`src/rtl/pagerank_pkg.sv`:
```
// Shared types and fixed-point helpers for the PageRank engine.
// Used by pagerank_fx_engine (optional dangling-node feature: PAGERANK_DANGLING_EN).
package pagerank_pkg;

  localparam int PKG_RANK_W = 32;

  typedef logic [PKG_RANK_W-1:0] rank_t;

  typedef enum logic [2:0] {
    IDLE    = 3'd0,
    INIT    = 3'd1,
    DIV     = 3'd2,
    SCATTER = 3'd3,
    APPLY   = 3'd4,
    CHECK   = 3'd5,
    DONE    = 3'd6
  } state_t;

  function automatic logic [63:0] fx_one(input int frac_w);
    return 64'd1 << frac_w;
  endfunction

  // Unsigned add clamped to the all-ones value of a w-bit word.
  function automatic logic [63:0] sat_add(input logic [63:0] a, input logic [63:0] b,
                                          input int w);
    logic [63:0] lim;
    logic [63:0] sum;
    lim = (64'd1 << w) - 64'd1;
    sum = a + b;
    return (sum > lim) ? lim : sum;
  endfunction

endpackage

```
`src/rtl/pagerank_seq_divider.sv`:
```
// Restoring shift-subtract divider: quotient and done appear W+1 cycles after start.
module pagerank_seq_divider #(
  parameter int W = 32
) (
  input  logic         clock,
  input  logic         reset_n,
  input  logic         start,
  input  logic [W-1:0] dividend,
  input  logic [W-1:0] divisor,
  output logic         done,
  output logic [W-1:0] quotient
);

  localparam int CW = $clog2(W + 1);

  logic [W-1:0]  rem_r;
  logic [W-1:0]  dvs_r;
  logic [CW-1:0] cnt_r;
  logic          active_r;
  logic [W:0]    shifted_s;
  logic [W:0]    trial_s;

  // Trial subtraction of the divisor from the shifted partial remainder.
  always_comb begin
    shifted_s = {rem_r, quotient[W-1]};
    trial_s   = shifted_s - {1'b0, dvs_r};
  end

  // One quotient bit per cycle; the borrow bit selects restore or keep.
  always_ff @(posedge clock or negedge reset_n) begin
    if (!reset_n) begin
      rem_r    <= '0;
      dvs_r    <= '0;
      cnt_r    <= '0;
      active_r <= 1'b0;
      done     <= 1'b0;
      quotient <= '0;
    end else if (start) begin
      rem_r    <= '0;
      dvs_r    <= divisor;
      quotient <= dividend;
      cnt_r    <= CW'(W);
      active_r <= 1'b1;
      done     <= 1'b0;
    end else if (active_r) begin
      quotient <= {quotient[W-2:0], ~trial_s[W]};
      rem_r    <= trial_s[W] ? shifted_s[W-1:0] : trial_s[W-1:0];
      cnt_r    <= cnt_r - CW'(1);
      if (cnt_r == CW'(1)) begin
        active_r <= 1'b0;
        done     <= 1'b1;
      end else begin
        done     <= 1'b0;
      end
    end else begin
      done <= 1'b0;
    end
  end

endmodule

```
`src/rtl/pagerank_fx_engine.sv`:
```
// Fixed-point PageRank engine: scatter rank/out_degree, damp, iterate to convergence.
// Optional macro PAGERANK_DANGLING_EN redistributes rank of zero-out-degree nodes.
module pagerank_fx_engine
  import pagerank_pkg::*;
#(
  parameter int NUM_PARTITIONS      = 1,
  parameter int NODES_PER_PARTITION = 4,
  parameter int NUM_NODES           = 4,
  parameter int MAX_OUT_DEGREE      = 3,
  parameter int ID_W                = 32,
  parameter int RANK_W              = 32,
  parameter int FRAC_W              = 16,
  parameter int MAX_ITER            = 64
) (
  input  logic clock,
  input  logic reset_n,
  input  logic pagerank_enable,
  input  logic [NUM_PARTITIONS-1:0][NODES_PER_PARTITION-1:0][ID_W-1:0] source_id,
  input  logic [NUM_PARTITIONS-1:0][NODES_PER_PARTITION-1:0][ID_W-1:0] out_degree,
  input  logic [NUM_PARTITIONS-1:0][NODES_PER_PARTITION-1:0][MAX_OUT_DEGREE-1:0][ID_W-1:0] dest_id,
  input  logic [RANK_W-1:0] damping_factor,
  input  logic [RANK_W-1:0] threshold,
  output logic [NUM_NODES-1:0][RANK_W-1:0] pagerank,
  output logic pagerank_complete,
  output logic converged,
  output logic busy,
  output logic [$clog2(MAX_ITER+1)-1:0] iteration_count
);

  localparam int NREC   = NUM_PARTITIONS * NODES_PER_PARTITION;
  localparam int REC_W  = (NREC > 1) ? $clog2(NREC) : 1;
  localparam int SLOT_W = (MAX_OUT_DEGREE > 1) ? $clog2(MAX_OUT_DEGREE) : 1;
  localparam int NODE_W = (NUM_NODES > 1) ? $clog2(NUM_NODES) : 1;
  localparam int IT_W   = $clog2(MAX_ITER + 1);
  localparam int PW     = 2 * RANK_W;
  localparam logic [RANK_W-1:0] ONE   = RANK_W'(fx_one(FRAC_W));
  localparam logic [RANK_W-1:0] INV_N = RANK_W'(fx_one(FRAC_W) / 64'(NUM_NODES));

  logic [NREC-1:0][ID_W-1:0]                     src_flat_s;
  logic [NREC-1:0][ID_W-1:0]                     deg_flat_s;
  logic [NREC-1:0][MAX_OUT_DEGREE-1:0][ID_W-1:0] dst_flat_s;

  state_t            state_r;
  logic [RANK_W-1:0] rank_r [NUM_NODES];
  logic [RANK_W-1:0] acc_r  [NUM_NODES];
  logic [RANK_W-1:0] base_r;
  logic [RANK_W-1:0] contrib_r;
  logic [RANK_W-1:0] max_delta_r;
  logic [REC_W-1:0]  rec_r;
  logic [SLOT_W-1:0] slot_r;
  logic [NODE_W-1:0] node_r;
  logic              div_start_r;
  logic              div_pending_r;
`ifdef PAGERANK_DANGLING_EN
  logic [RANK_W-1:0] dangle_r;
  logic [3*RANK_W-1:0] dprod_s;
`endif

  logic [ID_W-1:0]   cur_src_s;
  logic [ID_W-1:0]   cur_deg_s;
  logic [ID_W-1:0]   cur_dst_s;
  logic [ID_W-1:0]   nslots_s;
  logic              src_ok_s;
  logic              dst_ok_s;
  logic              last_slot_s;
  logic              rec_last_s;
  logic [NODE_W-1:0] src_node_s;
  logic [NODE_W-1:0] dst_node_s;
  logic [RANK_W-1:0] cur_rank_s;
  logic [RANK_W-1:0] acc_dst_s;
  logic [RANK_W-1:0] acc_sum_s;
  logic [RANK_W-1:0] acc_node_s;
  logic [RANK_W-1:0] rank_node_s;
  logic [PW-1:0]     prod_s;
  logic [RANK_W-1:0] scaled_s;
  logic [RANK_W-1:0] new_s;
  logic [RANK_W-1:0] delta_s;
  logic [IT_W-1:0]   it_next_s;
  logic              div_done_s;
  logic [RANK_W-1:0] div_quot_s;

  assign src_flat_s  = source_id;
  assign deg_flat_s  = out_degree;
  assign dst_flat_s  = dest_id;

  assign cur_src_s   = src_flat_s[rec_r];
  assign cur_deg_s   = deg_flat_s[rec_r];
  assign cur_dst_s   = dst_flat_s[rec_r][slot_r];
  assign src_ok_s    = (cur_src_s != '0) && (cur_src_s <= ID_W'(NUM_NODES));
  assign dst_ok_s    = (cur_dst_s != '0) && (cur_dst_s <= ID_W'(NUM_NODES));
  assign src_node_s  = NODE_W'(cur_src_s - ID_W'(1));
  assign dst_node_s  = NODE_W'(cur_dst_s - ID_W'(1));
  assign nslots_s    = (cur_deg_s < ID_W'(MAX_OUT_DEGREE)) ? cur_deg_s : ID_W'(MAX_OUT_DEGREE);
  assign last_slot_s = (ID_W'(slot_r) + ID_W'(1)) >= nslots_s;
  assign rec_last_s  = (rec_r == REC_W'(NREC - 1));
  assign cur_rank_s  = rank_r[src_node_s];
  assign acc_dst_s   = acc_r[dst_node_s];
  assign acc_sum_s   = RANK_W'(sat_add(64'(acc_dst_s), 64'(contrib_r), RANK_W));
  assign acc_node_s  = acc_r[node_r];
  assign rank_node_s = rank_r[node_r];
  assign it_next_s   = iteration_count + IT_W'(1);

  // Damped rank update for the node selected in APPLY and its change.
  always_comb begin
    prod_s   = PW'(damping_factor) * PW'(acc_node_s);
    scaled_s = RANK_W'(prod_s >> FRAC_W);
    new_s    = RANK_W'(sat_add(64'(base_r), 64'(scaled_s), RANK_W));
`ifdef PAGERANK_DANGLING_EN
    dprod_s  = (3*RANK_W)'(damping_factor) * (3*RANK_W)'(dangle_r) * (3*RANK_W)'(INV_N);
    new_s    = RANK_W'(sat_add(64'(new_s), 64'(RANK_W'(dprod_s >> (2*FRAC_W))), RANK_W));
`endif
    if (new_s > rank_node_s) begin
      delta_s = new_s - rank_node_s;
    end else begin
      delta_s = rank_node_s - new_s;
    end
  end

  pagerank_seq_divider #(.W(RANK_W)) u_div (
    .clock    (clock),
    .reset_n  (reset_n),
    .start    (div_start_r),
    .dividend (cur_rank_s),
    .divisor  (RANK_W'(cur_deg_s)),
    .done     (div_done_s),
    .quotient (div_quot_s)
  );

  // Iteration control: record walk, scatter, apply, convergence check.
  always_ff @(posedge clock or negedge reset_n) begin
    if (!reset_n) begin
      state_r           <= IDLE;
      pagerank          <= '0;
      pagerank_complete <= 1'b0;
      converged         <= 1'b0;
      busy              <= 1'b0;
      iteration_count   <= '0;
      base_r            <= '0;
      contrib_r         <= '0;
      max_delta_r       <= '0;
      rec_r             <= '0;
      slot_r            <= '0;
      node_r            <= '0;
      div_start_r       <= 1'b0;
      div_pending_r     <= 1'b0;
      for (int i = 0; i < NUM_NODES; i++) begin
        rank_r[i] <= '0;
        acc_r[i]  <= '0;
      end
`ifdef PAGERANK_DANGLING_EN
      dangle_r          <= '0;
`endif
    end else begin
      div_start_r <= 1'b0;
      case (state_r)
        IDLE: begin
          if (pagerank_enable) begin
            state_r <= INIT;
            busy    <= 1'b1;
          end
        end
        INIT: begin
          for (int i = 0; i < NUM_NODES; i++) begin
            rank_r[i] <= INV_N;
            acc_r[i]  <= '0;
          end
          base_r          <= RANK_W'((64'(ONE) - 64'(damping_factor)) / 64'(NUM_NODES));
          iteration_count <= '0;
          max_delta_r     <= '0;
          rec_r           <= '0;
          slot_r          <= '0;
          div_pending_r   <= 1'b0;
`ifdef PAGERANK_DANGLING_EN
          dangle_r        <= '0;
`endif
          state_r         <= DIV;
        end
        DIV: begin
          if (!src_ok_s || (cur_deg_s == '0)) begin
`ifdef PAGERANK_DANGLING_EN
            if (src_ok_s) begin
              dangle_r <= RANK_W'(sat_add(64'(dangle_r), 64'(cur_rank_s), RANK_W));
            end
`endif
            if (rec_last_s) begin
              node_r  <= '0;
              state_r <= APPLY;
            end else begin
              rec_r   <= rec_r + REC_W'(1);
            end
          end else if (!div_pending_r) begin
            div_start_r   <= 1'b1;
            div_pending_r <= 1'b1;
          end else if (div_done_s) begin
            contrib_r     <= div_quot_s;
            div_pending_r <= 1'b0;
            slot_r        <= '0;
            state_r       <= SCATTER;
          end
        end
        SCATTER: begin
          if (dst_ok_s) begin
            acc_r[dst_node_s] <= acc_sum_s;
          end
          if (!last_slot_s) begin
            slot_r <= slot_r + SLOT_W'(1);
          end else if (rec_last_s) begin
            node_r  <= '0;
            state_r <= APPLY;
          end else begin
            rec_r   <= rec_r + REC_W'(1);
            state_r <= DIV;
          end
        end
        APPLY: begin
          rank_r[node_r]   <= new_s;
          pagerank[node_r] <= new_s;
          acc_r[node_r]    <= '0;
          if (delta_s > max_delta_r) begin
            max_delta_r <= delta_s;
          end
          if (node_r == NODE_W'(NUM_NODES - 1)) begin
            state_r <= CHECK;
          end else begin
            node_r  <= node_r + NODE_W'(1);
          end
        end
        CHECK: begin
          iteration_count <= it_next_s;
`ifdef PAGERANK_DANGLING_EN
          dangle_r        <= '0;
`endif
          if (max_delta_r < threshold) begin
            converged         <= 1'b1;
            pagerank_complete <= 1'b1;
            busy              <= 1'b0;
            state_r           <= DONE;
          end else if (it_next_s == IT_W'(MAX_ITER)) begin
            converged         <= 1'b0;
            pagerank_complete <= 1'b1;
            busy              <= 1'b0;
            state_r           <= DONE;
          end else begin
            max_delta_r <= '0;
            rec_r       <= '0;
            slot_r      <= '0;
            state_r     <= DIV;
          end
        end
        DONE: begin
          // Level-sensitive enable: a fresh run needs enable to drop first.
          if (!pagerank_enable) begin
            pagerank_complete <= 1'b0;
            converged         <= 1'b0;
            state_r           <= IDLE;
          end
        end
        default: begin
          state_r <= IDLE;
          busy    <= 1'b0;
        end
      endcase
    end
  end

endmodule

```
`config.mk`:
```
export PLATFORM = sky130hd
export DESIGN_NAME = pagerank_fx_engine
export DESIGN_NICKNAME = d
export VERILOG_FILES = /design/src/rtl/pagerank_pkg.sv /design/src/rtl/pagerank_seq_divider.sv /design/src/rtl/pagerank_fx_engine.sv
export SDC_FILE = /design/constraint.sdc
export NUM_CORES = 2
export LEC_CHECK = 0
export ABC_CLOCK_PERIOD_IN_PS = 20900
export BUFFER_PORTS_ARGS = -buffer_cell sky130_fd_sc_hd__buf_2
export CAP_MARGIN = 20
export CORE_UTILIZATION = 62
export CTS_BUF_LIST = sky130_fd_sc_hd__clkbuf_8
export DETAILED_ROUTE_END_ITERATION = 7
export PLACE_DENSITY = 0.9
export SLEW_MARGIN = 20
export SYNTH_ARGS = -nofsm -noshare
export SYNTH_HDL_FRONTEND = slang
export SYNTH_HIERARCHICAL = 1
export SYNTH_SLANG_ARGS = --single-unit
export TNS_END_PERCENT = 100
```
`constraint.sdc`:
```
create_clock -name clock -period 20.9 [get_ports clock]
set_input_delay 4.18 -clock clock [delete_from_list [all_inputs] [get_ports clock]]
set_output_delay 4.18 -clock clock [all_outputs]
set_load 0.05 [all_outputs]
```
==> impl_metrics.json <==
{
  "status": "complete, no violations",
  "synthMuxAreaShare_pct": 7.292,
  "startpoint_type": "primary input",
  "setup_tns_ns": 0,
  "hold_path_class": "flop to flop",
  "cts.sinks": 604,
  "cpPeakStageDelay_ns": 0.62,
  "finalWirelength_microns": 273400,
  "ys_ff_latch": 604,
  "cp_top_family": "adder cells",
  "nets": 9674,
  "cts_tree": "built",
  "clockBufferDepth": 3,
  "wl_per_cell_microns": 29.34,
  "antenna_left": 0,
  "hp-start": "pagerank[10]",
  "grt_util_all_layers_pct": 50.20,
  "drtIter0Drc": 7903,
  "dpl.cell_count": 9075,
  "synthSimpleGateAreaFrac_pct": 16.53,
  "cp-end-kind": "flop",
  "drv_cap": 0,
  "synth_warnings": 6,
  "antenna_found_initial": 86,
  "synth-compound-area-share_pct": 11.87,
  "dp_slack_ns": 0.8382,
  "power.total_mw": 7.761,
  "tightest_slew_ns": 1.194,
  "max_slew_margin_pct": 20.00,
  "gp_congestion": 1.131,
  "setup-violations-final": 0,
  "worstReg2RegStart": "node_r[0]",
  "holdPathEnd": "pagerank[10]",
  "syn_to_final_growth_pct": 11.57,
  "overflow": 0,
  "hold_slack_ns": 0.4806,
  "initial_core_util_pct": 62.59,
  "cts.repair.resized": 0,
  "die_w_microns": 330.7,
  "drive_gt1_share_pct": 17.94,
  "grt_pass1_vias": 60400,
  "critical_path_buf_inv_count": 9,
  "hold_viol_final": 0,
  "synth_cells": 7167,
  "root_buffer": "clkbuf_8",
  "synth_area_sq_um": 67000,
  "fin_crit_ns": 19.63,
  "ctsHoldBuffers": 0,
  "synth_enable_flop_cells": 0,
  "critPathSlowestCell": "fa_1",
  "numCtsBuffers": 96,
  "grt_max_degree": 192,
  "die_area_sq_um": 109400,
  "viasPerCell": 6.532,
  "synthFlopType": "dfrtp_1",
  "worstReg2RegEnd": "max_delta_r[23]",
  "ir_worst_vdd_mv": 0.1050,
  "crit_path_max_fanout": 32,
  "rsz0062_at_grt": "false",
  "period_share_pct": 93.94,
  "vias": 60860,
  "grt_use_met1_pct": 61.10,
  "dieHeight_microns": 330.7,
  "rows": 120,
  "leakage_nw": 37.67,
  "stdcell_count": 9318,
  "ys_types": 97,
  "critPathRequiredTime_ns": 21.60,
  "clock-skew-final_ns": 0.07842,
  "async_flop_share_pct": 100.0,
  "synth_fa_ha_area_share_pct": 31.10,
  "path_class": "primary input to flop",
  "worst_slack_ns": 1.267,
  "grt_use_met3_pct": 22.67,
  "synth.avg_cell_area_sq_um": 9.349,
  "finalMaxSlewViolations": 0,
  "path_clk_slew_ns": 0.07,
  "htree_levels": 3,
  "path_common_cell": "fa_1",
  "place_hpwl_microns": 214000,
  "ios": 845,
  "grt_first_pass_wirelength_microns": 394500,
  "ys_seq_area_share_pct": 22.56,
  "hold_depth": 2,
  "route.detailed.drc": 0,
  "postCtsSetupBuffers": 0,
  "grt_util_met2_pct": 69.17,
  "core-area_sq_um": 107100,
  "num-fill-cells": 7924,
  "r2r_cells": 58,
  "fmax_mhz": 50.94,
  "synth_nets": 9070,
  "critPathLaunch": "damping_factor[11]",
  "cp.arrival_ns": 20.33,
  "clkLatencyLatePin_ns": 0.80,
  "reg2reg_setup_slack_ns": 3.03,
  "drt_first_pass_iters": 8,
  "yosys.area_share.xor_xnor_pct": 2.508,
  "powerDensity_nw_per_um2": 103.8,
  "busiest_layer": "met2",
  "synth_top_family_by_area": "adder cells",
  "portBuffers": 844
}
[flip-flops by register name, indices dropped and copies added (netlist names), 7 cells and up]
signal           count
contrib_r           32
max_delta_r         32
base_r              31
u_div/dvs_r         32
u_div/rem_r         32
pagerank           128
iteration_count      7
acc_r              128
u_div/quotient      32
rank_r             128
[worst max-delay path by stage]
stage | cells past startpoint | to | slack [ns]
floorplan | 64 | max_delta_r[10] | 2.38
detailed placement | 59 | max_delta_r[22] | 0.84
global route | 59 | max_delta_r[21] | 0.48
global placement | 59 | max_delta_r[29] | 1.13
CTS | 59 | max_delta_r[23] | 1.56
finish | 56 | max_delta_r[23] | 1.27
[logic make-up (layout without fill, tap and decap cells)]
kind of cell / after synthesis / after routing
buffers and inverters: 1437 / 2125
DFF: 604 / 604
xor gates and xnor gates: 191 / 191
and+or+nand+nor: 2273 / 2273
AOI/OAI and AO/OA: 1198 / 1198
other: 1 / 61
muxes: 267 / 267
adders and majority gates: 1196 / 1196
[worst reg2reg max path, delay by kind of cell (launching register included)]
kind                     cells  cell delay (ns)
AO/OA/AOI/OAI               21             5.54
adder cells (fa/ha/maj)     12             5.26
AND/OR/NAND/NOR             12             3.42
multiplexers                 2             1.35
flip-flops                   1             0.93
buffers and inverters        9             0.87
XOR/XNOR                     2             0.44
[power breakdown]
part,total (mW),switching (mW),internal [mW]
combinational,4.75,3.13,1.62
clock,1.25,0.555,0.697
sequential,1.76,0.299,1.46
[cells in the mapped netlist (28+ instances only)]
| library cell | count | area, sq um |
|---|---|---|
| o21bai_1 | 28 | 210.2 |
| o21ai_0 | 392 | 1962 |
| and2_1 | 450 | 2815 |
| xor2_1 | 73 | 639.4 |
| nand4_1 | 50 | 312.8 |
| and3_1 | 28 | 175.2 |
| a22o_1 | 167 | 1463 |
| a21o_1 | 115 | 863.3 |
| nor2_1 | 216 | 810.8 |
| nand2b_1 | 39 | 244.0 |
| nand3_1 | 168 | 840.8 |
| mux2_2 | 39 | 439.2 |
| nand2_1 | 1013 | 3802 |
| nor4_1 | 111 | 694.4 |
| a21oi_1 | 212 | 1061 |
| buf_1 | 38 | 142.6 |
| clkbuf_1 | 369 | 1385 |
| nor2b_1 | 38 | 237.7 |
| nor3_1 | 57 | 285.3 |
| ha_1 | 414 | 5180 |
| mux2i_1 | 55 | 550.5 |
| xnor2_1 | 117 | 1025 |
| inv_1 | 1001 | 3757 |
| fa_1 | 782 | 15660 |
| mux4_2 | 173 | 3896 |
| dfrtp_1 | 604 | 15110 |
| o21a_1 | 38 | 285.3 |
[layout make-up]
class	instances	area, sq um	area share [%]
Antenna cell	60	150.1	0.2008
Clock buffer	126	1734	2.320
Clock inverter	56	620.6	0.8302
Inverter	1003	3765	5.036
Multi-Input combinational cell	5126	46590	62.32
Sequential cell	604	15130	20.25
Tap cell	1403	1755	2.348
Timing Repair Buffer	940	5007	6.698
[per-layer routing]
metal	share of wire (%)	up-vias
li1	-	24950
met1	34	30030
met2	42	4719
met3	15	1124
met4	9.0	48
met5	0.17	-
[layout by cell type, fill, tap and decap left out, types with 17 or more instances in the layout]
cell type | netlist | final
inv_1 | 1001 | 1015
nand2_1 | 1013 | 1009
buf_2 | 23 | 843
fa_1 | 782 | 782
dfrtp_1 | 604 | 598
and2_1 | 450 | 450
ha_1 | 414 | 414
o21ai_0 | 392 | 392
nor2_1 | 216 | 216
a21oi_1 | 212 | 211
mux4_2 | 173 | 173
nand3_1 | 168 | 168
a22o_1 | 167 | 167
clkbuf_8 | 0 | 126
xnor2_1 | 117 | 116
a21o_1 | 115 | 115
nor4_1 | 111 | 104
buf_4 | 2 | 91
xor2_1 | 73 | 72
diode_2 | 0 | 60
nor3_1 | 57 | 57
mux2i_1 | 55 | 55
nand4_1 | 50 | 50
mux2_2 | 39 | 39
nand2b_1 | 39 | 38
o21a_1 | 38 | 38
nor2b_1 | 38 | 38
and3_1 | 28 | 28
o21bai_1 | 28 | 28
a31oi_1 | 23 | 22
o211ai_1 | 21 | 21
clkinv_2 | 0 | 20
a31o_2 | 18 | 18
a211oi_1 | 17 | 17
o31ai_1 | 17 | 17
[through the flow]
| step | util, % | area (sq um) |
|---|---|---|
| 3_5_place_dp | 67.44 | 72200 |
| 3_3_place_gp | 67.44 | 72200 |
| 5_1_grt | 69.74 | 74660 |
| 2_1_floorplan | - | 67000 |
| 6_report | 69.83 | 74760 |
| 4_1_cts | 69.64 | 74550 |
(Power assumes the default switching activity.)
